**config.mk**
```make
export PLATFORM = sky130hd
export DESIGN_NAME = pixel_write_sched
export DESIGN_NICKNAME = d
export VERILOG_FILES = /design/src/rtl/pixel_write_sched.sv
export SDC_FILE = /design/constraint.sdc
export NUM_CORES = 1
export LEC_CHECK = 0
export CAP_MARGIN = 10
export CORE_MARGIN = 1
export CORE_UTILIZATION = 35
export DETAILED_ROUTE_END_ITERATION = 10
export PLACE_DENSITY = 0.63
export SLEW_MARGIN = 20
export SYNTH_ARGS = -nofsm -noshare
export SYNTH_HDL_FRONTEND = slang
export SYNTH_SLANG_ARGS = --single-unit
export TNS_END_PERCENT = 1
```
**constraint.sdc**
```tcl
create_clock -name clk -period 5 [get_ports clk]
set_clock_uncertainty 0.05 [all_clocks]
set_input_delay 1.5 -clock clk [delete_from_list [all_inputs] [get_ports clk]]
set_output_delay 1.5 -clock clk [all_outputs]
set_load 0.005 [all_outputs]
```
**src/rtl/pixel_write_sched.sv**
```systemverilog
// Frame-buffer write-port scheduler: packs UART R,G,B bytes into pixels at
// consecutive addresses, or hands the port to a constant-colour clear engine.
module pixel_write_sched #(
  parameter int          PIXEL_COUNT    = 196608,
  parameter int          ADDR_W         = $clog2(PIXEL_COUNT),
  parameter int          TIMEOUT_CYCLES = 100000,
  parameter logic [23:0] CLEAR_COLOR    = 24'h000000
) (
  input  logic              clk,
  input  logic              reset,
  input  logic [7:0]        rx_data,
  input  logic              rx_ready,
  input  logic              clear_req,
  output logic              wr_en,
  output logic [ADDR_W-1:0] wr_addr,
  output logic [23:0]       wr_data,
  output logic              busy,
  output logic              frame_done,
  output logic              sync_err,
  output logic              byte_drop
);

  localparam int                TW           = $clog2(TIMEOUT_CYCLES + 1);
  localparam logic [ADDR_W-1:0] LAST_ADDR    = ADDR_W'(PIXEL_COUNT - 1);
  localparam logic [TW-1:0]     TIMEOUT_LAST = TW'(TIMEOUT_CYCLES - 1);

  typedef enum logic [1:0] {IDLE, GOT_R, GOT_G, CLEAR} state_t;

  state_t            state;
  logic [ADDR_W-1:0] pix_addr;
  logic [TW-1:0]     tcnt;
  logic [7:0]        r_byte;
  logic [7:0]        g_byte;
  logic              clear_go;
  logic              armed;

  assign clear_go = clear_req && (state != CLEAR);
  // A link is only considered stalled once a pixel or a frame is partially received.
  assign armed    = (state != CLEAR) && ((state != IDLE) || (pix_addr != '0));

  always_ff @(posedge clk or posedge reset) begin
    if (reset) begin
      state      <= IDLE;
      pix_addr   <= '0;
      tcnt       <= '0;
      r_byte     <= '0;
      g_byte     <= '0;
      wr_en      <= 1'b0;
      wr_addr    <= '0;
      wr_data    <= '0;
      busy       <= 1'b0;
      frame_done <= 1'b0;
      sync_err   <= 1'b0;
      byte_drop  <= 1'b0;
    end else begin
      wr_en      <= 1'b0;
      busy       <= 1'b0;
      frame_done <= 1'b0;
      sync_err   <= 1'b0;
      byte_drop  <= 1'b0;

      if (state == CLEAR) begin
        byte_drop <= rx_ready;
        // wr_addr doubles as the clear address; leaving after the last one is shown.
        if (wr_addr == LAST_ADDR) begin
          state <= IDLE;
        end else begin
          wr_en   <= 1'b1;
          busy    <= 1'b1;
          wr_addr <= wr_addr + 1'b1;
        end
      end else if (clear_go) begin
        byte_drop <= rx_ready;
        state     <= CLEAR;
        pix_addr  <= '0;
        tcnt      <= '0;
        wr_en     <= 1'b1;
        busy      <= 1'b1;
        wr_addr   <= '0;
        wr_data   <= CLEAR_COLOR;
      end else if (rx_ready) begin
        tcnt <= '0;
        case (state)
          IDLE: begin
            r_byte <= rx_data;
            state  <= GOT_R;
          end
          GOT_R: begin
            g_byte <= rx_data;
            state  <= GOT_G;
          end
          default: begin
            state      <= IDLE;
            wr_en      <= 1'b1;
            wr_addr    <= pix_addr;
            wr_data    <= {r_byte, g_byte, rx_data};
            frame_done <= (pix_addr == LAST_ADDR);
            pix_addr   <= (pix_addr == LAST_ADDR) ? '0 : pix_addr + 1'b1;
          end
        endcase
      end else if (armed) begin
        if (tcnt == TIMEOUT_LAST) begin
          sync_err <= 1'b1;
          state    <= IDLE;
          pix_addr <= '0;
          tcnt     <= '0;
        end else begin
          tcnt <= tcnt + 1'b1;
        end
      end else begin
        tcnt <= '0;
      end
    end
  end

endmodule

```
After elaboration in Yosys (flattened, before gate mapping)
Index checks and enable logic that the tools add are counted.
Widths: inputs -> output; s select.
{"block": "totals", "reg_bits": 100, "inputBits": 12, "elab_cells": 90}
{"block": "op_classes", "addsub": 3, "n_eq_ne": 11, "n_mux": 43, "n_bitwise": 2, "n_reduce_logical": 19}
{"operator": "$mux 18", "n": 11}
{"operator": "$mux 24", "n": 3}
{"operator": "$mux 17", "n": 4}
{"operator": "$add 18x1->18 const B", "n": 2}
{"operator": "$eq 18x18->1 const B", "n": 2}
{"operator": "$mux 1", "n": 18}
{"operator": "$reduce_bool 18->1", "n": 1}
{"operator": "$add 17x1->17 const B", "n": 1}
{"operator": "$eq 17x17->1 const B", "n": 1}
{"operator": "$mux 2", "n": 6}
{"operator": "$reduce_and 4->1", "n": 3}
{"operator": "$reduce_and 3->1", "n": 3}
{"operator": "$reduce_bool 3->1", "n": 3}
{"operator": "$reduce_bool 4->1", "n": 2}
{"operator": "$ne 2x1->1 const B", "n": 2}
{"operator": "$ne 2x2->1 const B", "n": 2}
{"operator": "$pmux 2 s2", "n": 1}
{"operator": "$reduce_bool 2->1", "n": 2}
{"operator": "$ne 3x1->1 const B", "n": 1}
{"operator": "$ne 3x2->1 const B", "n": 1}
{"operator": "$eq 2x1->1 const B", "n": 1}
{"operator": "$eq 2x2->1 const B", "n": 1}
{"operator": "$logic_and 1x1->1", "n": 2}
{"operator": "$logic_not 2->1", "n": 1}
{"operator": "other kinds (3)", "n": 4}

Longest topological paths before layout
Gate-level depths: netlist of run 1.
{"block": "logic_depth", "ltp_word": 7, "mapped_depth": 8, "depth_no_buf": 7}

Worst setup path before layout of run 1
OpenSTA, ideal clock, no wires.
{"block": "synth_timing", "kind": "in2reg", "startpoint": "in clear_req", "endpoint": "reg pix_addr[14]", "setup_ns": 0.065, "arrival_time_ns": 2.684, "required_time_ns": 4.885, "path_slack_ns": 2.202, "path_stages": 6, "path_cell_list": "nand2b_1 -> or3_1 -> a21oi_1 -> buf_2 -> nor3b_1 -> a211o_1"}
{"block": "synth_between", "elab_chain_cells": 3, "elab_cells_between_ends": 6}
{"element": "from (decl)", "line": "13", "text": "input logic clear_req,"}
{"element": "$logic_and 1x1->1 (*)", "line": "37", "text": "assign clear_go = clear_req && (state != CLEAR);"}
{"element": "$ne 3x2->1 (no line) or $reduce_bool 3->1 (tied branches)"}
{"element": "$reduce_and 4->1 (no line)"}
{"element": "to (signal assigned)", "line": "98", "text": "pix_addr <= (pix_addr == LAST_ADDR) ? '0 : pix_addr + 1'b1;"}
{"element": "to (decl)", "line": "30", "text": "logic [ADDR_W-1:0] pix_addr;"}
Mark *: on every way between the ends. The rest lies on a longest branch, timed or not.
A chain may end at the register's enable or synchronous reset.

Worst setup path in the final report of run 1
{"block": "layout_timing", "startpoint": "in rx_ready", "endpoint": "reg pix_addr[2]"}
{"block": "layout_between", "elab_chain_cells": 2, "elab_cells_between_ends": 6}
{"element": "from (decl)", "line": "12", "text": "input logic rx_ready,"}
{"element": "$ne 3x2->1 (no line), or another cell as far along"}
{"element": "$reduce_and 4->1 (no line) or $mux 18 (tied branches)"}
Parallel ways exist; a longest one is shown, timed or not.

==> results.yml, run 1 <==
status:
  status: "finished, final reports clean"
placement:
  placed_cells: 738
  portBuffers: 58
  place_ws_ns: 0.835
  hpwl_mm: 9.32
  gp_congestion: 0.838
logic_synthesis:
  synth_edf_count: 0
  syn_avg_cell_area_sq_um: 9.92
  yosysSeqAreaShare_pct: 47.7
  synth-seq-cells: 100
  synth_area_sq_mm: 0.00525
  synth_common_cells: "100 x dfrtp_1, 38 x nand2_1, 34 x a31oi_1, 34 x nand3_1, 27 x nor2_1"
  synth_cells: 529
  synth_fp_nets: 545
  synth.top_cell.area_share_pct: 47.7
  yosys_warnings: 0
  synthFlopType: "dfrtp_1"
  async_flop_share_pct: 100
  synth_cell_types: 69
  yosysMostFrequentCell: "dfrtp_1"
  synth_area_leaders: "dfrtp_1 48%, a31oi_1 4.1%, a22o_1 4.0%, mux2_2 3.6%, nand3_1 3.2%"
  synth_top_cell_by_area: "dfrtp_1"
setup_path:
  crit_path_top_delay_cell: "or2_2"
  max_stage_delay_ns: 0.69
  cp_data_arrival_time_ns: 4.09
  path_class: "primary input to flop"
  cp.required_ns: 5.25
  crit_fanout: 32
  path_cells: "clkdlybuf4s50_1 > a21oi_1 > or2_2 > o41a_1 > a221o_1"
  end_kind: "flop"
  start_kind: "primary input"
power:
  leakagePower_uw: 0.00257
  power.total_uw: 2740
  sw_frac_of_total_pct: 34.9
  p_int_uw: 1780
  peakVddDrop_v: 0.000252
  pwr_density_cell_mw_per_mm2: 439
  comb_power_share_pct: 31.6
  power_frac_seq_pct: 42.8
  pwr-share-clk_pct: 25.6
  p_sw_uw: 956
global_route:
  antenna_found_initial: 0
  grt_max_degree: 75
  grt_pass1_wl_mm: 22.8
  overflow: 0
  grt_pass1_vias: 4370
  grt_use_total_pct: 18.5
layout:
  area_delta_synth_final_pct: 18.7
  antennaDiodeCount: 0
  layout-drive-gt1-share_pct: 10.2
  utilization_pct: 42.7
  nets: 581
  fillerInstances: 1395
  stdcell_count: 754
routing:
  drtIter0Drc: 394
  avgRoutedWirePerCell_microns: 18.4
  drt_first_pass_iters: 5
  route.detailed.drc: 0
  drt_wl_total_mm: 13.8
  dr_total_vias: 4515
  ant_nets: 0
  routed_via_density: 5.99
sta:
  fmax_mhz: 260
  rsz0062_at_grt: "false"
  setup_slack_ns: 1.15
  maxSlewHeadroom_pct: 38.8
  period_share_pct: 76.9
  drv_slew: 0
  setup_viol: 0
  finalHoldViolations: 0
  post-route-min-period_ns: 3.85
  finalSetupTns_ns: 0
  worst_pin_slew_ns: 0.918
floorplan:
  dieWidth_microns: 124
  coreArea_sq_mm: 0.0146
  die_h_microns: 124
  die-area_sq_mm: 0.0155
  initial_core_util_pct: 36.0
  rows: 44
  io_pins: 59
cts:
  cts_hold_buf: 0
  cts_setup_buffers: 0
  cts_max_level: 3
  cts_tree: "done"
  clk-insertion-delay-late_ns: 0.36
  clk_path_buf_depth: 2
  cts_root_buffer: "clkbuf_16"
  cts_buffers: 9
  clkTransAtPathRegs_ns: 0.08
  cts_sinks: 100
  ctsResizeCount: 0
job:
  drv_cap: 0
worst_hold_path:
  hold_path.class: "flop to flop"
-- layout make-up --
class	instances	area [sq um]	area share, %
clock inverters	6	57.6	0.924
inverters	12	47.5	0.763
well taps	184	230	3.69
repair buffers	64	626	10.0
multi-input cells	378	2530	40.6
flip-flops and latches	100	2500	40.2
clock buffers	10	239	3.84
-- metrics by stage --
step                      cell area, sq um  hold WS (ns)
after floorplan                       5250         0.394
after global placement                5930         0.423
after detailed placement              5930         0.434
after CTS                             6230         0.439
after global routing                  6230         0.447
final                                 6230         0.435
-- path summary, 6_finish.rpt --
| path | to | from | cells past startpoint | slack [ns] |
|---|---|---|---|---|
| min in group asynchronous | wr_data[7]$_DFFE_PP0P_ | reset | 2 | 1.65 |
| max reg2reg | pix_addr[6]$_DFFE_PP0P_ | tcnt[0]$_DFFE_PP0N_ | 5 | 2.05 |
| max in group asynchronous | r_byte[5]$_DFFE_PP0P_ | reset | 3 | 2.36 |
| min reg2reg | wr_data[10]$_DFFE_PP0P_ | g_byte[2]$_DFFE_PP0P_ | 1 | 0.44 |
| max | pix_addr[2]$_DFFE_PP0P_ | rx_ready | 5 | 1.15 |
| min | wr_data[10]$_DFFE_PP0P_ | g_byte[2]$_DFFE_PP0P_ | 1 | 0.44 |
-- logic make-up after synthesis --
group           Yosys count  share of synthesized area (%)
compound gates          154                           21.3
simple gates            195                           20.9
xor+xnor                  5                          0.834
mux                      20                           4.22
buf+inv                  51                           4.15
fa+ha+maj                 4                          0.954
flops                   100                           47.7
-- worst max-delay path: cells and delay by family --
kind                   cells  cell delay (ns)
and+or+nand+nor            1             0.69
AOI/OAI and AO/OA          3             1.22
buffers and inverters      1             0.67
-- layout by cell type (no fill, tap or decap), drive strengths merged, types with 4 or more instances in the layout --
cell / instances
nor3: 14
a21oi: 18
a221o: 7
a22o: 24
nand2: 39
and2: 5
nor2b: 4
or2: 4
clkdlybuf4s50: 58
o21ai: 20
a211o: 5
mux2: 17
nor2: 27
ha: 4
nand3: 34
and4: 7
a211oi: 4
xor2: 4
nand2b: 4
and3: 21
inv: 17
dfrtp: 100
buf: 6
a31oi: 34
nand4: 16
clkbuf: 10
nor4: 9
o211ai: 9
-- per-layer routing --
layer	global-route usage, %	routed length, microns
met5	0	0
met1	26.0	6510
met3	4.60	1010
met4	8.29	325
met2	26.6	6000
-- registers in the layout (all words and copies together), names as in the netlist --
name,flops
byte_drop,1
wr_en,1
sync_err,1
wr_data,24
frame_done,1
state,2
wr_addr,18
g_byte,8
r_byte,8
pix_addr,18
tcnt,17
busy,1
-- power by group through the flow --
| stage | clock, uW | sequential, uW | combinational, uW |
|---|---|---|---|
| 6_report | 701 | 1170 | 864 |
| 5_1_grt | 755 | 1200 | 940 |
| 4_1_cts | 722 | 1170 | 866 |
| 3_5_place_dp | 0 | 1180 | 861 |
| 3_3_place_gp | 0 | 1180 | 843 |
| 2_1_floorplan | 0 | 1140 | 515 |
Power figures use the tool's default switching activity.
==> run 2: changes to the inputs <==
==> constraint.sdc (replaced) <==
create_clock -name clk -period 3.6 [get_ports clk]
set_clock_uncertainty 0.05 [all_clocks]
set_input_delay 1.08 -clock clk [delete_from_list [all_inputs] [get_ports clk]]
set_output_delay 1.08 -clock clk [all_outputs]
set_load 0.005 [all_outputs]
==> results.yml, run 2 (synthesis results as in run 1) <==
cts:
  cts_tree: "done"
  cts_sinks: 100
  cts_setup_buffers: 0
  clk-insertion-delay-late_ns: 0.35
  cts_max_level: 3
  cts_root_buffer: "clkbuf_16"
  clkTransAtPathRegs_ns: 0.07
  cts_hold_buf: 0
  clk_path_buf_depth: 2
  ctsResizeCount: 0
  cts_buffers: 9
sta:
  worst_pin_slew_ns: 0.933
  post-route-min-period_ns: 2.92
  period_share_pct: 81.2
  maxSlewHeadroom_pct: 37.8
  drv_slew: 0
  fmax_mhz: 342
  rsz0062_at_grt: "false"
  finalSetupTns_ns: 0
  setup_viol: 0
  finalHoldViolations: 0
layout:
  final_area_sq_mm: 0.00633
  regMostFlops: "wr_data"
  layout-drive-gt1-share_pct: 11.4
  nets: 590
  final_cell_mix: "100 x dfrtp_1, 58 x clkdlybuf4s50_1, 38 x nand2_1"
  area_delta_synth_final_pct: 20.5
  stdcell_count: 762
  largestRegisters: "wr_data (24), pix_addr (18), wr_addr (18)"
  antennaDiodeCount: 0
  largest_reg_flops: 24
  final_common_cell: "dfrtp_1"
setup_path:
  startpoint: "rx_ready"
  end_kind: "flop"
  cp.required_ns: 3.78
  r2r-start: "state[0]$_DFFE_PP0P_"
  reg2reg_depth: 6
  path_class: "primary input to flop"
  cp_data_arrival_time_ns: 3.10
  rrSetupSlack_ns: 0.83
  start_kind: "primary input"
  crit_fanout: 9
  crit_path_top_delay_cell: "clkdlybuf4s50_1"
  crit_end: "wr_addr[6]$_DFFE_PP0P_"
  max_stage_delay_ns: 0.56
  r2r_end: "wr_addr[6]$_DFFE_PP0P_"
  path_cells: "clkdlybuf4s50_1 > a21oi_1 > nor2_1 > o22ai_2 > inv_2 > o21ai_0 > nand2_1"
routing:
  avgRoutedWirePerCell_microns: 18.1
  drt_first_pass_iters: 6
  drt_wl_total_mm: 13.8
  routed_via_density: 5.96
  dr_total_vias: 4543
  drtIter0Drc: 357
  ant_nets: 0
  route.detailed.drc: 0
placement:
  gp_congestion: 0.813
  place_area_sq_mm: 0.00603
  hpwl_mm: 9.24
  portBuffers: 58
  placed_cells: 747
floorplan:
  die_h_microns: 124
  rows: 44
  coreArea_sq_mm: 0.0146
  initial_core_util_pct: 36.0
  dieWidth_microns: 124
  die-area_sq_mm: 0.0155
  io_pins: 59
status:
  status: "finished, final reports clean"
global_route:
  overflow: 0
  grt_pass1_wl_mm: 22.5
  grt_use_total_pct: 18.1
  antenna_found_initial: 0
  grt_max_degree: 101
  grt_pass1_vias: 4186
power:
  leakagePower_uw: 0.00261
  pwr_density_cell_mw_per_mm2: 607
  peakVddDrop_v: 0.000389
job:
  drv_cap: 0
worst_hold_path:
  hold_path.class: "flop to flop"
[run 2: cell count changes in the layout (fill, tap and decap cells not counted), sizes merged]
cell / change
buf: +9
bufinv: +1
clkbuf: -1
clkinvlp: +2
inv: -3
[run 2: where the power goes]
| group | switching (uW) | total, uW | internal (uW) |
|---|---|---|---|
| Sequential | 233 | 1620 | 1390 |
| Clock | 444 | 988 | 544 |
| Combinational | 623 | 1230 | 605 |
[run 2: how the worst min path moves through the flow]
stage	startpoint	to	slack [ns]	cells after the start
after floorplan	tcnt[16]$_DFFE_PP0N_	tcnt[16]$_DFFE_PP0N_	0.39	1
after CTS	g_byte[2]$_DFFE_PP0P_	wr_data[10]$_DFFE_PP0P_	0.44	1
after global placement	g_byte[2]$_DFFE_PP0P_	wr_data[10]$_DFFE_PP0P_	0.42	1
after detailed placement	g_byte[5]$_DFFE_PP0P_	wr_data[13]$_DFFE_PP0P_	0.43	1
after global routing	g_byte[4]$_DFFE_PP0P_	wr_data[12]$_DFFE_PP0P_	0.46	1
final	tcnt[16]$_DFFE_PP0N_	tcnt[16]$_DFFE_PP0N_	0.44	1
[run 2: cell type report]
type                            count  area, sq um
Clock buffer                        9          225
Tap cell                          184          230
Clock inverter                      6         72.6
Inverter                           12         48.8
Multi-Input combinational cell    378         2530
Timing Repair Buffer               73          718
Fill cell                        1362         8260
Sequential cell                   100         2500
[run 2: per-stage QoR]
stage	util, %	worst slack, ns	hold WS (ns)	power, uW
4_1_cts	43.4	0.719	0.440	3870
5_1_grt	43.4	0.512	0.464	4050
3_3_place_gp	41.3	0.409	0.418	2840
6_report	43.4	0.676	0.441	3840
2_1_floorplan	-	1.22	0.394	2290
3_5_place_dp	41.3	0.368	0.430	2860
[run 2: per-layer routing]
layer | global-route usage [%] | wire length (microns) | vias to the layer above
met1 | 25.7 | 6640 | 2259
met2 | 26.4 | 6000 | 153
met3 | 3.78 | 850 | 20
li1 | - | - | 2111
met5 | 0 | 0 | -
met4 | 7.87 | 293 | 0
[run 2: critical path, delay by kind of cell]
kind            cells  cell delay, ns
compound gates      3            1.05
buf+inv             2            0.72
simple gates        2            0.26
==> run 3: changes to the inputs <==
==> constraint.sdc (replaced) <==
create_clock -name clk -period 2.91 [get_ports clk]
set_clock_uncertainty 0.05 [all_clocks]
set_input_delay 0.873 -clock clk [delete_from_list [all_inputs] [get_ports clk]]
set_output_delay 0.873 -clock clk [all_outputs]
set_load 0.005 [all_outputs]
==> results.yml, run 3 (synthesis results as in run 1) <==
sta:
  worst_pin_slew_ns: 0.679
  fmax_mhz: 415
  drv_slew: 0
  setup_viol: 0
  setup_slack_ns: 0.502
  finalHoldViolations: 0
  post-route-min-period_ns: 2.41
  period_share_pct: 82.8
  finalSetupTns_ns: 0
  rsz0062_at_grt: "false"
  maxSlewHeadroom_pct: 54.3
global_route:
  grt_pass1_vias: 4425
  antenna_found_initial: 0
  grt_use_total_pct: 18.7
  overflow: 0
  grt_max_degree: 101
  grt_pass1_wl_mm: 23.2
status:
  status: "finished, final reports clean"
layout:
  final_common_cell: "dfrtp_1"
  fillerInstances: 1362
  largestRegisters: "wr_data (24), pix_addr (18), wr_addr (18)"
  regMostFlops: "wr_data"
  final_cell_mix: "100 x dfrtp_1, 58 x clkdlybuf4s50_1, 38 x nand2_1"
  largest_reg_flops: 24
  layout-drive-gt1-share_pct: 12.5
  nets: 597
  area_delta_synth_final_pct: 21.9
  antennaDiodeCount: 0
power:
  p_int_uw: 3200
  peakVddDrop_v: 0.000548
  leakagePower_uw: 0.00265
  sw_frac_of_total_pct: 33.8
  p_sw_uw: 1630
  pwr-share-clk_pct: 26.2
  pwr_density_cell_mw_per_mm2: 756
  comb_power_share_pct: 32.3
  power_frac_seq_pct: 41.5
routing:
  ant_nets: 0
  dr_total_vias: 4529
  routed_via_density: 5.89
  drt_first_pass_iters: 7
  avgRoutedWirePerCell_microns: 18.1
  drtIter0Drc: 257
  route.detailed.drc: 0
  drt_wl_total_mm: 14.0
floorplan:
  rows: 44
  die_h_microns: 124
  coreArea_sq_mm: 0.0146
  io_pins: 59
  dieWidth_microns: 124
  initial_core_util_pct: 36.0
  die-area_sq_mm: 0.0155
job:
  drv_cap: 0
placement:
  portBuffers: 58
  hpwl_mm: 9.44
  place_ws_ns: 0.109
  gp_congestion: 0.877
setup_path:
  start_kind: "primary input"
  reg2reg_depth: 6
  r2r_end: "state[0]$_DFFE_PP0P_"
  path_class: "primary input to flop"
  cp.required_ns: 3.11
  r2r-start: "wr_addr[0]$_DFFE_PP0P_"
  crit_fanout: 30
  rrSetupSlack_ns: 0.56
  cp_data_arrival_time_ns: 2.61
  end_kind: "flop"
worst_hold_path:
  hold_path.class: "flop to flop"
  min_to: "tcnt[16]$_DFFE_PP0N_"
  worstHoldStart: "tcnt[16]$_DFFE_PP0N_"
  min_path_cells: 1
cts:
  clk-insertion-delay-late_ns: 0.36
  cts_root_buffer: "clkbuf_16"
  cts_buffers: 9
  cts_hold_buf: 0
  cts_setup_buffers: 0
  cts_tree: "done"
  ctsResizeCount: 0
  cts_max_level: 3
  clkTransAtPathRegs_ns: 0.07
  clk_path_buf_depth: 2
  cts_sinks: 100
run 3: cell count changes in the layout (fill, tap and decap cells not counted), sizes merged:
cell and change:
clkbuf +1, clkinvlp -1, buf +7
run 3: layout make-up:
type | instances | area [sq um] | share of cell area (%)
Multi-Input combinational cell | 378 | 2530 | 39.5
Clock buffer | 10 | 239 | 3.73
Sequential cell | 100 | 2500 | 39.1
Clock inverter | 5 | 67.6 | 1.06
Timing Repair Buffer | 80 | 783 | 12.2
Inverter | 12 | 48.8 | 0.762
Tap cell | 184 | 230 | 3.60
run 3: power by group through the flow:
| stage | clock network, uW | logic, uW | registers, uW |
|---|---|---|---|
| 3_3_place_gp | 0 | 1540 | 2010 |
| 2_1_floorplan | 0 | 884 | 1950 |
| 5_1_grt | 1340 | 1710 | 2060 |
| 6_report | 1270 | 1560 | 2010 |
| 4_1_cts | 1300 | 1570 | 2010 |
| 3_5_place_dp | 0 | 1560 | 2020 |
run 3: routing by layer:
metal  part of all wire (%)  GRT usage [%]  wire (microns)  vias to the layer above
met4                    2.6           8.72             358                        0
li1                       -              -               -                     2131
met5                      0              0               0                        -
met3                    6.4           3.74             894                       26
met2                     44           27.7            6160                      137
met1                     47           26.1            6540                     2235
run 3: worst max-delay path by stage:
stage                               endpoint      start  slack, ns
floorplan           pix_addr[14]$_DFFE_PP0P_  clear_req       0.74
global placement     wr_addr[16]$_DFFE_PP0P_   rx_ready       0.15
detailed placement   wr_addr[16]$_DFFE_PP0P_   rx_ready       0.11
CTS                  wr_addr[16]$_DFFE_PP0P_   rx_ready       0.49
global route        pix_addr[14]$_DFFE_PP0P_  clear_req       0.37
finish               wr_addr[16]$_DFFE_PP0P_  clear_req       0.50
run 3: through the flow:
stage          instances  power, uW  utilization, %  hold WS, ns  instance area [sq um]
4_1_cts              769       4880            43.9        0.437                   6400
2_1_floorplan        529       2840               -        0.394                   5250
5_1_grt              769       5110            43.9        0.468                   6400
3_3_place_gp         754       3550            41.8        0.417                   6090
6_report             769       4840            43.9        0.436                   6400
3_5_place_dp         754       3580            41.8        0.419                   6090
run 3: critical path, cell delays in order:
cell	delay, ns
clkdlybuf4s50_1	0.49
a21oi_1	0.31
or2_2	0.21
buf_4	0.34
a41oi_1	0.17
o22a_1	0.22
